[src/rtl/mem_access_ctrl.sv]
// MEM-stage access controller: forwards non-memory ops to writeback and runs
// one cache transaction per memory op. Optional request timeout: MEM_TIMEOUT_EN.
module mem_access_ctrl (
  input  logic        clk,
  input  logic        rst_b,
  input  logic        mem_to_reg,
  input  logic        mem_read_en,
  input  logic        mem_write_en,
  input  logic        reg_write_en,
  input  logic        cache_en,
  input  logic        jal,
  input  logic        halted,
  input  logic [4:0]  write_register,
  input  logic [31:0] alu_result,
  input  logic [31:0] store_val,
  input  logic [31:0] PC,
  output logic        stall,
  output logic        cache_req,
  output logic        cache_we,
  output logic [31:0] cache_addr,
  output logic [31:0] cache_wdata,
  input  logic        cache_ready,
  input  logic        cache_rvalid,
  input  logic [31:0] cache_rdata,
  output logic        wb_valid,
  output logic        wb_reg_write_en,
  output logic        wb_halted,
  output logic [4:0]  wb_write_register,
  output logic [31:0] wb_data,
  output logic        mem_error,
  output logic [1:0]  dbg_state
);

  // Cache handshake: cache_req is held with stable addr/we/wdata until a cycle
  // with cache_ready; read data is taken on the first cache_rvalid from that
  // cycle on, and cache_rvalid in any other state is dropped.
  typedef enum logic [1:0] {IDLE = 2'd0, REQ = 2'd1, WAIT = 2'd2, DONE = 2'd3} state_t;

  state_t      state_q, state_d;
  logic [31:0] cache_addr_q, cache_addr_d;
  logic [31:0] cache_wdata_q, cache_wdata_d;
  logic        cache_we_q, cache_we_d;
  logic [31:0] rdata_q, rdata_d;
  logic        op_m2r_q, op_m2r_d;
  logic        op_rwe_q, op_rwe_d;
  logic        op_halted_q, op_halted_d;
  logic [4:0]  op_wreg_q, op_wreg_d;
  logic        wb_valid_q, wb_valid_d;
  logic        wb_rwe_q, wb_rwe_d;
  logic        wb_halted_q, wb_halted_d;
  logic [4:0]  wb_wreg_q, wb_wreg_d;
  logic [31:0] wb_data_q, wb_data_d;
  logic        mem_op;
  logic        timeout;
  logic        tmo_done;

  assign mem_op = (mem_read_en | mem_write_en) & cache_en & ~wb_halted_q;

`ifdef MEM_TIMEOUT_EN
  logic [7:0] tmo_cnt_q, tmo_cnt_d;
  logic       timed_out_q, timed_out_d;
  logic       mem_error_q, mem_error_d;

  assign timeout   = ((state_q == REQ) || (state_q == WAIT)) && (tmo_cnt_q == 8'd254);
  assign tmo_done  = timed_out_q;
  assign mem_error = mem_error_q;

  // Counter is zero whenever a transaction starts; it reaches 255 on the edge
  // that abandons the request.
  always_comb begin
    tmo_cnt_d   = tmo_cnt_q;
    timed_out_d = timed_out_q;
    mem_error_d = mem_error_q;
    if (state_q == IDLE) begin
      tmo_cnt_d   = 8'd0;
      timed_out_d = 1'b0;
    end else if ((state_q == REQ) || (state_q == WAIT)) begin
      tmo_cnt_d = tmo_cnt_q + 8'd1;
      if (timeout) begin
        timed_out_d = 1'b1;
        mem_error_d = 1'b1;
      end
    end
  end

  always_ff @(posedge clk) begin
    if (!rst_b) begin
      tmo_cnt_q   <= 8'd0;
      timed_out_q <= 1'b0;
      mem_error_q <= 1'b0;
    end else begin
      tmo_cnt_q   <= tmo_cnt_d;
      timed_out_q <= timed_out_d;
      mem_error_q <= mem_error_d;
    end
  end
`else
  assign timeout   = 1'b0;
  assign tmo_done  = 1'b0;
  assign mem_error = 1'b0;
`endif

  always_comb begin
    state_d       = state_q;
    cache_addr_d  = cache_addr_q;
    cache_wdata_d = cache_wdata_q;
    cache_we_d    = cache_we_q;
    rdata_d       = rdata_q;
    op_m2r_d      = op_m2r_q;
    op_rwe_d      = op_rwe_q;
    op_halted_d   = op_halted_q;
    op_wreg_d     = op_wreg_q;
    wb_valid_d    = 1'b0;
    wb_rwe_d      = wb_rwe_q;
    wb_halted_d   = wb_halted_q;
    wb_wreg_d     = wb_wreg_q;
    wb_data_d     = wb_data_q;
    stall         = 1'b0;
    cache_req     = 1'b0;
    case (state_q)
      IDLE: begin
        if (mem_op) begin
          stall         = 1'b1;
          cache_addr_d  = alu_result;
          cache_wdata_d = store_val;
          cache_we_d    = mem_write_en;
          op_m2r_d      = mem_to_reg;
          op_rwe_d      = reg_write_en;
          op_halted_d   = halted;
          op_wreg_d     = write_register;
          state_d       = REQ;
        end else if (!wb_halted_q) begin
          wb_valid_d  = 1'b1;
          wb_rwe_d    = reg_write_en;
          wb_wreg_d   = write_register;
          wb_data_d   = jal ? (PC + 32'd4) : alu_result;
          wb_halted_d = halted;
        end
      end
      REQ: begin
        stall     = 1'b1;
        cache_req = 1'b1;
        if (timeout) begin
          state_d = DONE;
        end else if (cache_ready) begin
          if (cache_we_q) begin
            state_d = DONE;
          end else if (cache_rvalid) begin
            rdata_d = cache_rdata;
            state_d = DONE;
          end else begin
            state_d = WAIT;
          end
        end
      end
      WAIT: begin
        stall = 1'b1;
        if (timeout) begin
          state_d = DONE;
        end else if (cache_rvalid) begin
          rdata_d = cache_rdata;
          state_d = DONE;
        end
      end
      DONE: begin
        wb_valid_d  = 1'b1;
        wb_rwe_d    = op_rwe_q;
        wb_wreg_d   = op_wreg_q;
        wb_halted_d = op_halted_q;
        if (tmo_done)                   wb_data_d = 32'd0;
        else if (op_m2r_q && !cache_we_q) wb_data_d = rdata_q;
        else                              wb_data_d = cache_addr_q;
        state_d = IDLE;
      end
      default: state_d = IDLE;
    endcase
  end

  always_ff @(posedge clk) begin
    if (!rst_b) begin
      state_q       <= IDLE;
      cache_addr_q  <= 32'd0;
      cache_wdata_q <= 32'd0;
      cache_we_q    <= 1'b0;
      rdata_q       <= 32'd0;
      op_m2r_q      <= 1'b0;
      op_rwe_q      <= 1'b0;
      op_halted_q   <= 1'b0;
      op_wreg_q     <= 5'd0;
      wb_valid_q    <= 1'b0;
      wb_rwe_q      <= 1'b0;
      wb_halted_q   <= 1'b0;
      wb_wreg_q     <= 5'd0;
      wb_data_q     <= 32'd0;
    end else begin
      state_q       <= state_d;
      cache_addr_q  <= cache_addr_d;
      cache_wdata_q <= cache_wdata_d;
      cache_we_q    <= cache_we_d;
      rdata_q       <= rdata_d;
      op_m2r_q      <= op_m2r_d;
      op_rwe_q      <= op_rwe_d;
      op_halted_q   <= op_halted_d;
      op_wreg_q     <= op_wreg_d;
      wb_valid_q    <= wb_valid_d;
      wb_rwe_q      <= wb_rwe_d;
      wb_halted_q   <= wb_halted_d;
      wb_wreg_q     <= wb_wreg_d;
      wb_data_q     <= wb_data_d;
    end
  end

  assign cache_addr        = cache_addr_q;
  assign cache_wdata       = cache_wdata_q;
  assign cache_we          = cache_we_q;
  assign wb_valid          = wb_valid_q;
  assign wb_reg_write_en   = wb_rwe_q;
  assign wb_halted         = wb_halted_q;
  assign wb_write_register = wb_wreg_q;
  assign wb_data           = wb_data_q;
  assign dbg_state         = state_q;

endmodule

[config.mk]
export PLATFORM = sky130hd
export DESIGN_NAME = mem_access_ctrl
export DESIGN_NICKNAME = d
export VERILOG_FILES = /design/src/rtl/mem_access_ctrl.sv
export SDC_FILE = /design/constraint.sdc
export NUM_CORES = 1
export LEC_CHECK = 0
export CORE_UTILIZATION = 45
export DETAILED_ROUTE_END_ITERATION = 8
export PLACE_DENSITY = 0.89
export REMOVE_ABC_BUFFERS = 1
export SLEW_MARGIN = 20
export SYNTH_ARGS = -nofsm -noshare
export SYNTH_HDL_FRONTEND = slang
export SYNTH_SLANG_ARGS = --single-unit
export TNS_END_PERCENT = 30
[constraint.sdc]
create_clock -name clk -period 2.85 [get_ports clk]
set_clock_uncertainty 0.2 [all_clocks]
set_input_delay 0.57 -clock clk [delete_from_list [all_inputs] [get_ports clk]]
set_output_delay 0.57 -clock clk [all_outputs]
set_load 0.02 [all_outputs]
## Word-level counts from Yosys, hierarchy flattened

Index checks and enable logic that the tools add are counted.

- Reduce and logical (&&, ||, !) cells: 11
- Bitwise logic cells: 4
- $add $sub $neg: 1
- Div/mod/pow operators: 0
- Magnitude comparators: 0
- Eq/ne operators: 9
- Multiplexer cells: 30
- Shift-type cells: 0
- Multipliers: 0

Operators with widths:

| cell | count |
|---|---|
| two-way mux 32 bit | 7 |
| case mux 32 bit (2 select lines) | 2 |
| adder 32 x 3 -> 32 bit, second input constant | 1 |
| inequality test 2 bit, second input constant | 6 |
| two-way mux 1 bit | 10 |
| two-way mux 5 bit | 2 |
| case mux 5 bit (2 select lines) | 1 |
| AND reduction 3 bit | 3 |
| case mux 1 bit (2 select lines) | 4 |
| case mux 2 bit (4 select lines) | 1 |
| two-way mux 2 bit | 3 |
| == test 2 bit, second input constant | 2 |
| AND reduction 2 bit | 2 |
| nonzero test 2 bit | 2 |
| AND 1 bit | 2 |
| == test 2 x 1 -> 1 bit, second input constant | 1 |
| zero test 2 bit | 1 |
| OR reduction 2 bit | 1 |
| logical AND 1 bit | 1 |
| zero test 1 bit | 1 |
| inverter 1 bit | 1 |
| OR 1 bit | 1 |

- Bits in writable memories: 0
- Bits of input ports: 144
- Latch bits: 0
- Register bits after elaboration: 147
- Memories kept: 0
- Memory bits (read-only): 0

## Depth between registers and ports, before layout

Gate-level depths: netlist of run 1.

- Depth in word-level cells: 5
- Depth in mapped cells: 8
- Mapped depth without buffers: 7

## Worst setup path after synthesis of run 1

Ideal clock, no wire load.

- Path kind: reg2out
- Start point: register state_q[0], in the netlist dbg_state[0]
- End point: output port stall
- Slack: 0.389 ns
- Data arrival time: 1.691 ns
- Data required time: 2.080 ns
- Cell stages (with the launch flop): 7
- Path through: dfxtp_1 > inv_1 > ha_1 > nor3b_1 > clkbuf_1 > nor2_1 > nor2_1

- Longest elaborated chain between the ends: 3

RTL lines:

| element | RTL line | text |
|---|---|---|
| from (decl) | 39 | `state_t state_q, state_d;` |
| from (signal assigned) | 196 | `state_q <= state_d;` |
| == test 2 bit or == test 2 x 1 -> 1 bit (tied branches) | 120 | `case (state_q)` |
| OR reduction 2 bit (no line) | n/a |  |
| case mux 1 bit (2 select lines) (*) | 120 |  |
| to (decl) | 17 | `output logic stall,` |

Every way passes the cells marked *; elsewhere a longest branch is shown, timed or not.

## Worst setup path after layout of run 1

- Start point: input port mem_write_en
- End point: output port stall

- Longest elaborated chain between the ends: 5

RTL lines:

| element | RTL line | text |
|---|---|---|
| from (decl) | 8 | `input logic mem_write_en,` |
| OR 1 bit | 57 | `assign mem_op = (mem_read_en \| mem_write_en) & cache_en & ~wb_halted_q;` |
| AND 1 bit (2 in series) | 57 |  |
| two-way mux 1 bit | 122 | `if (mem_op) begin` |
| case mux 1 bit (2 select lines) | 120 |  |

Every way passes these cells.

==> impl_metrics.py, run 1 <==
metrics = {
    "flow_run": {
        "maxCapViolCount": 0,
    },
    "clock_network": {
        "htree_num_levels": 4,
        "clk_path_buf_depth": 2,
        "number_of_buffers_created_by_cts": 17,
        "path_clk_slew_ns": 0.06,
        "ctsHoldBuffers": 0,
        "post_cts_setup_buffers": 0,
        "clock_tree_from_tritoncts": "done",
        "clk-insertion-delay-late_ns": 0.42,
        "clk_root_buffer_cell": "clkbuf_16",
        "total_clock_sinks": 147,
        "post_cts.resized_instances": 1,
    },
    "final_layout": {
        "layout_commonest_cell": "clkdlybuf4s50_1",
        "insertedDiodeCount": 0,
        "synthToLayoutAreaGrowth_pct": 50.16,
        "proportion_of_layout_cells_with_a_drive_suffix_above_1": 0.08700,
        "num-nets-final": 1230,
        "layout.cells.most_common_list": "clkdlybuf4s50_1, nand2_1, dfxtp_1, a21oi_1, nor2_1",
    },
    "power": {
        "power_mw": 9.442,
        "static-leakage-power_nw": 4.154,
        "max-vdd-ir-drop_mv": 0.5784,
        "power-per-cell-area_mw_per_mm2": 907.4,
    },
    "worst_setup_path": {
        "worst_setup_path_endpoint": "stall",
        "critPathMaxFanout": 3,
        "crit_path_launch_type": "input pin",
        "reg2reg_setup_slack_ns": 0.41,
        "path_depth_of_the_worst_reg2reg_path": 7,
        "reg2reg_to": "wb_data[22]$_SDFFE_PN0P_",
        "crit_start": "mem_write_en",
        "worstReg2RegStart": "dbg_state[1]$_SDFFE_PN0P_",
        "critical_path.endpoint_type": "output pin",
        "worst-endpoint-required_ns": 2.08,
        "worstSetupPathType": "in2out",
        "worst-endpoint-arrival_ns": 1.96,
    },
    "global_routing": {
        "grt_pass1_vias": 7300,
        "grt_busiest_layer": "met2",
        "grt_first_pass_wirelength_microns": 36660,
        "track_usage": 0.2938,
        "initial_antenna_violation_count": 0,
        "grt_overflow_total": 0,
        "grt_max_degree": 75,
        "gr-usage-met3": 0.08879,
        "grt_util_met1": 0.3361,
        "met2_usage": 0.5086,
    },
    "logic_synthesis": {
        "synth.distinct_cells": 54,
        "xor_xnor_share_of_the_synthesized_area": 0.03160,
        "postSynth.asyncResetShare": 0,
        "largest_family_of_logic_cells_by_synthesized_area": "simple AND/OR/NAND/NOR gates",
        "ys_seq_area_frac": 0.4247,
        "yosys_most_used_dff": "dfxtp_1",
        "synth-compound-area-share": 0.1712,
        "muxShareOfSynthArea": 0.1051,
        "synth.cell_area_sq_mm": 0.006929,
        "number_of_instances_in_the_synthesized_netlist": 833,
        "synth_simple_gate_area_share": 0.2118,
        "synthesis.area_per_instance_sq_um": 8.318,
        "synth_edf_count": 0,
        "ff_latch_count_synth": 147,
        "synth-adder-area-share": 0.01083,
        "ys.warnings.count": 0,
    },
    "die": {
        "ioPinCount": 254,
        "die_area_sq_mm": 0.01590,
        "die_width_microns": 126.1,
        "height_of_the_die_microns": 126.1,
        "start_util": 0.4696,
        "fp-row-count": 44,
        "core-area_sq_mm": 0.01475,
    },
    "timing": {
        "setup_viol": 0,
        "setup_repair_after_global_routing_missed_its_margin": "false",
        "slew_headroom": 0.4292,
        "finalWorstSetupSlack_ns": 0.1170,
        "maxSlewViolCount": 0,
        "timing.final.crit_share": 0.9590,
        "slew_at_the_pin_with_the_worst_max_slew_slack_ns": 0.8562,
        "fmaxAchievable_mhz": 365.9,
        "finalHoldViolCount": 0,
        "minimum_clock_period_after_layout_ns": 2.733,
    },
    "routing": {
        "drt_first_pass_iters": 5,
        "detail_route.wirelength_microns": 23030,
        "route.antenna.remaining_nets": 0,
        "remaining_routing_drc_violations": 0,
        "num_vias": 7150,
        "route.detailed.vias_per_inst": 5.603,
        "first_iter_violations": 477,
        "wl_per_cell_microns": 18.05,
    },
    "min_path": {
        "hold_path_class": "reg2reg",
    },
    "placement": {
        "detailed_place_hpwl_microns": 15840,
        "pre_cts_slack_ns": -0.1711,
        "gpl.final_weighted_congestion": 0.8308,
        "place.port_buffers": 252,
    },
    "run_status": {
        "run_status": "completed",
    },
}
registers in the layout, indices dropped and copies added, names as in the netlist, 2 cells and up:
signal and cells:
cache_wdata 32, wb_write_register 5, rdata_q 32, wb_data 32, cache_addr 32, dbg_state 2, op_wreg_q 5
layout make-up:
cell class | count | area [sq um]
inverter | 13 | 51.30
clock buffer | 22 | 474.2
clock inverter | 9 | 128.9
tap | 184 | 230.2
sequential | 147 | 2943
timing repair buffer | 291 | 2884
multi-input combinational | 610 | 3694
fill | 1105 | 4349
worst min-delay path by stage:
stage / from / end / slack [ns] / cells past startpoint
floorplan: op_rwe_q$_SDFFE_PN0P_ / op_rwe_q$_SDFFE_PN0P_ / 0.24 / 2
global placement: wb_data[14]$_SDFFE_PN0P_ / wb_data[14]$_SDFFE_PN0P_ / 0.24 / 2
detailed placement: cache_wdata[20]$_SDFFE_PN0P_ / cache_wdata[20]$_SDFFE_PN0P_ / 0.25 / 2
CTS: cache_wdata[20]$_SDFFE_PN0P_ / cache_wdata[20]$_SDFFE_PN0P_ / 0.25 / 2
global route: wb_data[14]$_SDFFE_PN0P_ / wb_data[14]$_SDFFE_PN0P_ / 0.28 / 2
finish: cache_wdata[17]$_SDFFE_PN0P_ / cache_wdata[17]$_SDFFE_PN0P_ / 0.25 / 2
routing by layer:
metal	up-vias	wire length, microns	part of all wire
met4	0	610	0.026
met2	316	11040	0.48
met5	-	0	0
li1	3404	-	-
met3	48	2022	0.088
met1	3382	9361	0.41
power by group:
group          leakage (nW)  total (mW)  switching [mW]  internal (mW)
combinational          2.66        4.26            2.43           1.83
clock                 0.292        2.32           0.884           1.44
sequential             1.20        2.86           0.290           2.57
total                  4.15        9.44            3.60           5.84
cell usage after synthesis, drive strengths merged (4+ instances only):
cell	instances	area, sq um
a211oi	27	202.7
a21oi	93	465.5
a31oi	11	68.82
and2	9	56.31
and4	4	35.03
buf	18	88.84
clkbuf	45	168.9
dfxtp	147	2943
ha	6	75.07
inv	12	45.04
mux2	6	67.56
mux2i	66	660.6
nand2	168	630.6
nand3	15	75.07
nand4	9	71.32
nor2	72	270.3
nor2b	4	25.02
nor3	8	45.04
nor4	15	152.6
o211ai	12	90.09
o21ai	19	95.09
o221a	8	90.09
xnor2	7	61.31
xor2	18	157.7
stage by stage:
step / area (sq um) / hold slack, ns / util / cells / setup TNS, ns
after global routing: 10410 / 0.2807 / 0.7052 / 1276 / 0
after floorplan: 6671 / 0.2360 / - / 770 / -193.99
after global placement: 9803 / 0.2382 / 0.6644 / 1245 / -0.1869
after detailed placement: 9803 / 0.2462 / 0.6644 / 1245 / -0.1711
after CTS: 10410 / 0.2546 / 0.7052 / 1276 / 0
final: 10410 / 0.2526 / 0.7052 / 1276 / 0
critical path, cell delays in order:
cell and delay, ns:
clkdlybuf4s50_1 0.50, o21ai_0 0.16, nor3b_2 0.23, nor2_1 0.07, nor2_1 0.09, dlygate4sd2_1 0.34
cell families (layout without fill, tap and decap cells):
| family | count (synthesis) | count (layout) |
|---|---|---|
| other cells | 1 | 1 |
| xor+xnor | 25 | 25 |
| fa+ha+maj | 6 | 6 |
| flops | 147 | 147 |
| buf+inv | 76 | 335 |
| mux | 72 | 72 |
| compound gates | 190 | 190 |
| simple gates | 316 | 316 |
Power figures use the tool's default switching activity.
==> inputs of run 2 (changes only) <==
--- a/config.mk
+++ b/config.mk
@@ -6,8 +6,10 @@
 export NUM_CORES = 1
 export LEC_CHECK = 0
 export CORE_UTILIZATION = 45
+export CTS_CLUSTER_SIZE = 20
 export DETAILED_ROUTE_END_ITERATION = 8
-export PLACE_DENSITY = 0.89
+export DONT_BUFFER_PORTS = 1
+export PLACE_DENSITY = 0.68
 export REMOVE_ABC_BUFFERS = 1
 export SLEW_MARGIN = 20
 export SYNTH_ARGS = -nofsm -noshare
==> impl_metrics.py, run 2 (synthesis results as in run 1) <==
metrics = {
    "placement": {
        "gpl.final_weighted_congestion": 0.8093,
        "pre_cts_slack_ns": 0.4224,
        "detailed_place.area_sq_mm": 0.007183,
        "detailed_place_hpwl_microns": 14650,
        "place.port_buffers": 0,
    },
    "final_layout": {
        "proportion_of_layout_cells_with_a_drive_suffix_above_1": 0.1058,
        "final_area_sq_mm": 0.007765,
        "num-nets-final": 969,
        "insertedDiodeCount": 0,
        "layout.cells.most_common_list": "nand2_1, dfxtp_1, a21oi_1, nor2_1, mux2i_1",
        "layout_commonest_cell": "nand2_1",
        "final_core_utilization": 0.5263,
        "synthToLayoutAreaGrowth_pct": 12.06,
    },
    "timing": {
        "fin_worst_hold_slack_ns": 0.07225,
        "slew_headroom": 0.5425,
        "finalHoldViolCount": 0,
        "setup_repair_after_global_routing_missed_its_margin": "false",
        "fmaxAchievable_mhz": 392.2,
        "maxSlewViolCount": 0,
        "setup_viol": 0,
        "minimum_clock_period_after_layout_ns": 2.550,
        "finalWorstSetupSlack_ns": 0.3000,
        "timing.final.crit_share": 0.8947,
        "slew_at_the_pin_with_the_worst_max_slew_slack_ns": 0.6862,
    },
    "routing": {
        "remaining_routing_drc_violations": 0,
        "route.detailed.vias_per_inst": 5.781,
        "drt_first_pass_iters": 5,
        "detail_route.wirelength_microns": 20450,
        "num_vias": 5874,
        "wl_per_cell_microns": 20.12,
        "route.antenna.remaining_nets": 0,
        "first_iter_violations": 331,
    },
    "clock_network": {
        "number_of_buffers_created_by_cts": 17,
        "clk_root_buffer_cell": "clkbuf_16",
        "post_cts.resized_instances": 0,
        "ctsHoldBuffers": 0,
        "clock_tree_from_tritoncts": "done",
        "total_clock_sinks": 147,
        "clk-insertion-delay-late_ns": 0.42,
        "clk_path_buf_depth": 2,
        "htree_num_levels": 4,
        "path_clk_slew_ns": 0.07,
        "post_cts_setup_buffers": 0,
    },
    "worst_setup_path": {
        "critPathMaxFanout": 6,
        "worst-endpoint-arrival_ns": 1.78,
        "path_depth_of_the_worst_reg2reg_path": 7,
        "reg2reg_setup_slack_ns": 0.51,
        "worstReg2RegStart": "dbg_state[0]$_SDFFE_PN0P_",
        "reg2reg_to": "wb_data[22]$_SDFFE_PN0P_",
        "worst-endpoint-required_ns": 2.08,
        "critical_path.endpoint_type": "output pin",
        "worstSetupPathType": "reg2out",
        "crit_path_launch_type": "flip-flop",
    },
    "die": {
        "ioPinCount": 254,
        "die_width_microns": 126.1,
        "die_area_sq_mm": 0.01590,
        "fp-row-count": 44,
        "core-area_sq_mm": 0.01475,
        "height_of_the_die_microns": 126.1,
        "start_util": 0.4696,
    },
    "min_path": {
        "holdPathStages": 2,
        "min_delay_worst_endpoint": "cache_wdata[26]$_SDFFE_PN0P_",
        "worst_hold_startpoint": "store_val[26]",
        "hold_path_class": "in2reg",
    },
    "global_routing": {
        "grt_first_pass_wirelength_microns": 31260,
        "grt_overflow_total": 0,
        "initial_antenna_violation_count": 0,
        "grt_max_degree": 75,
        "grt_pass1_vias": 5596,
        "track_usage": 0.2564,
    },
    "run_status": {
        "run_status": "completed",
    },
    "flow_run": {
        "maxCapViolCount": 0,
    },
    "power": {
        "power-per-cell-area_mw_per_mm2": 1069,
        "static-leakage-power_nw": 3.130,
        "max-vdd-ir-drop_mv": 0.6875,
    },
}
-- run 2: report_power, final --
group,switching (mW),internal [mW]
sequential,0.876,2.57
combinational,1.62,0.989
clock,0.946,1.30
total,3.44,4.86
-- run 2: how the worst max path moves through the flow --
stage	start	to
finish	dbg_state[0]$_SDFFE_PN0P_	stall
floorplan	dbg_state[0]$_SDFFE_PN0P_	stall
CTS	dbg_state[0]$_SDFFE_PN0P_	stall
global placement	PC[8]	wb_data[23]$_SDFFE_PN0P_
detailed placement	PC[8]	wb_data[23]$_SDFFE_PN0P_
global route	dbg_state[0]$_SDFFE_PN0P_	stall
-- run 2: worst max-delay path, cell delays in order, from the launching register on --
cell	delay [ns]
dfxtp_1	0.31
inv_1	0.13
ha_1	0.27
nor3b_2	0.32
nor2_1	0.09
nor2_1	0.09
buf_4	0.14
-- run 2: final cells by class --
type / count / area, sq um
Timing Repair Buffer: 30 / 262.8
Clock inverter: 14 / 152.6
Clock buffer: 18 / 429.2
Multi-Input combinational cell: 610 / 3696
Tap cell: 184 / 230.2
Sequential cell: 147 / 2943
Inverter: 13 / 51.30
Fill cell: 1422 / 6989
-- run 2: stage by stage --
stage                     TNS, ns  std cells  power (mW)
after global placement          0        984       6.052
after detailed placement        0        984       6.108
after floorplan           -193.99        770       5.203
after global routing            0       1016       8.769
after CTS                       0       1016       8.345
final                           0       1016       8.304
-- run 2: routing by layer --
metal,vias up,share of wire,global-route usage
li1,2881,-,-
met2,253,0.46,0.4114
met5,-,0,0
met3,27,0.099,0.1011
met1,2713,0.42,0.3072
met4,0,0.020,0.1006
==> inputs of run 3 (changes only) <==
--- a/config.mk
+++ b/config.mk
@@ -5,6 +5,7 @@
 export SDC_FILE = /design/constraint.sdc
 export NUM_CORES = 1
 export LEC_CHECK = 0
+export CORE_MARGIN = 3
 export CORE_UTILIZATION = 45
 export CTS_CLUSTER_SIZE = 20
 export DETAILED_ROUTE_END_ITERATION = 8
==> impl_metrics.py, run 3 (synthesis results as in run 1) <==
metrics = {
    "min_path": {
        "holdPathStages": 2,
        "hold_path_class": "in2reg",
    },
    "placement": {
        "detailed_place_hpwl_microns": 14940,
        "place.port_buffers": 0,
        "gpl.final_weighted_congestion": 0.8164,
    },
    "power": {
        "p_int_mw": 4.817,
        "power-per-cell-area_mw_per_mm2": 1065,
        "power_mw": 8.219,
        "seqPwrFrac": 0.420,
        "power_frac_comb": 0.308,
        "static-leakage-power_nw": 3.100,
        "switchingPower_mw": 3.402,
        "clock_network_power_share": 0.271,
        "max-vdd-ir-drop_mv": 0.7060,
        "p_sw_frac": 0.4139,
    },
    "clock_network": {
        "clock_tree_from_tritoncts": "done",
        "clk_path_buf_depth": 2,
        "post_cts_setup_buffers": 0,
        "htree_num_levels": 4,
        "number_of_buffers_created_by_cts": 17,
        "clk_root_buffer_cell": "clkbuf_16",
        "clk-insertion-delay-late_ns": 0.41,
        "path_clk_slew_ns": 0.06,
        "total_clock_sinks": 147,
        "post_cts.resized_instances": 0,
        "ctsHoldBuffers": 0,
    },
    "routing": {
        "detail_route.wirelength_microns": 20610,
        "num_vias": 5840,
        "drt_first_pass_iters": 5,
        "route.antenna.remaining_nets": 0,
        "remaining_routing_drc_violations": 0,
        "route.detailed.vias_per_inst": 5.788,
        "first_iter_violations": 348,
        "wl_per_cell_microns": 20.43,
    },
    "worst_setup_path": {
        "worst-endpoint-arrival_ns": 1.87,
        "critical_path.endpoint_type": "output pin",
        "critPathMaxFanout": 6,
        "crit_top_cell": "nor2_1",
        "worst-endpoint-required_ns": 2.08,
        "crit_buf_inv": 1,
        "cp_cell_sequence": "inv_1 -> ha_1 -> nor3b_2 -> nor2_1 -> nor2_1",
        "worst_path_max_delay_cell": "nor2_1",
        "cp.depth": 5,
        "crit_path_launch_type": "flip-flop",
        "cpPeakStageDelay_ns": 0.36,
        "worstSetupPathType": "reg2out",
        "worst_path_dominant_cell_family": "simple AND/OR/NAND/NOR gates",
        "path_depth_of_the_worst_reg2reg_path": 7,
    },
    "run_status": {
        "run_status": "completed",
    },
    "timing": {
        "slew_headroom": 0.5403,
        "slew_at_the_pin_with_the_worst_max_slew_slack_ns": 0.6896,
        "totalNegativeSetupSlack_ns": 0,
        "setup_repair_after_global_routing_missed_its_margin": "false",
        "maxSlewViolCount": 0,
        "finalHoldViolCount": 0,
        "fmaxAchievable_mhz": 379.4,
        "minimum_clock_period_after_layout_ns": 2.636,
        "setup_viol": 0,
        "timing.final.crit_share": 0.9249,
    },
    "die": {
        "core-area_sq_mm": 0.01481,
        "ioPinCount": 254,
        "die_area_sq_mm": 0.01692,
        "die_width_microns": 130.1,
        "height_of_the_die_microns": 130.1,
        "fp-row-count": 44,
        "start_util": 0.4679,
    },
    "global_routing": {
        "initial_antenna_violation_count": 0,
        "grt_pass1_vias": 5638,
        "grt_first_pass_wirelength_microns": 30950,
        "grt_max_degree": 75,
        "grt_overflow_total": 0,
        "track_usage": 0.2368,
    },
    "final_layout": {
        "layout.cells.most_common_list": "nand2_1, dfxtp_1, a21oi_1, nor2_1, mux2i_1",
        "layout_commonest_cell": "nand2_1",
        "final_core_utilization": 0.5210,
        "proportion_of_layout_cells_with_a_drive_suffix_above_1": 0.09939,
        "num-nets-final": 963,
        "final.fill_count": 1420,
        "synthToLayoutAreaGrowth_pct": 11.36,
        "insertedDiodeCount": 0,
    },
    "flow_run": {
        "maxCapViolCount": 0,
    },
}
## run 3: cell types whose count changed in the layout (fill, tap and decap cells not counted), sizes merged
cell,change
clkinv,-1
clkbuf,-1
inv,+1
buf,-6
## run 3: final cells by class
type                       instances  area [sq um]  share of cell area
clock buffer                      17         425.4             0.05513
clock inverter                    14         152.6             0.01978
inverter                          13         51.30            0.006648
multi-input combinational        610          3696              0.4790
sequential                       147          2943              0.3814
tap                              184         230.2             0.02984
timing repair buffer              24         217.7             0.02821
## run 3: power by group through the flow
stage	registers, mW	logic (mW)	clock network (mW)
finish	3.46	2.53	2.23
global route	3.52	2.83	2.36
CTS	3.46	2.54	2.27
detailed placement	3.51	2.53	0
global placement	3.50	2.49	0
floorplan	3.37	1.83	0
## run 3: path summary, 6_finish.rpt
path                             startpoint                            to  slack (ns)
setup / recovery  dbg_state[0]$_SDFFE_PN0P_                         stall        0.21
hold reg to reg   op_wreg_q[3]$_SDFFE_PN0P_     op_wreg_q[3]$_SDFFE_PN0P_        0.26
setup reg to reg  dbg_state[0]$_SDFFE_PN0P_      wb_data[24]$_SDFFE_PN0P_        0.43
hold / removal                store_val[18]  cache_wdata[18]$_SDFFE_PN0P_        0.08
## run 3: through the flow
stage               hold WS, ns  instance area [sq um]  worst slack (ns)  cells
finish                  0.08106                   7716            0.2140   1009
global route            0.06046                   7716           0.09329   1009
CTS                     0.06246                   7716            0.2031   1009
detailed placement       0.2480                   7138            0.3856    978
global placement         0.2414                   7138            0.3723    978
floorplan                0.2360                   6671            -3.250    770
## run 3: per-layer routing
metal,wire [microns],part of all wire,track usage
met5,0,0,0
met4,239,0.012,0.06112
met1,8515,0.41,0.2898
met3,2350,0.11,0.1130
met2,9504,0.46,0.3763
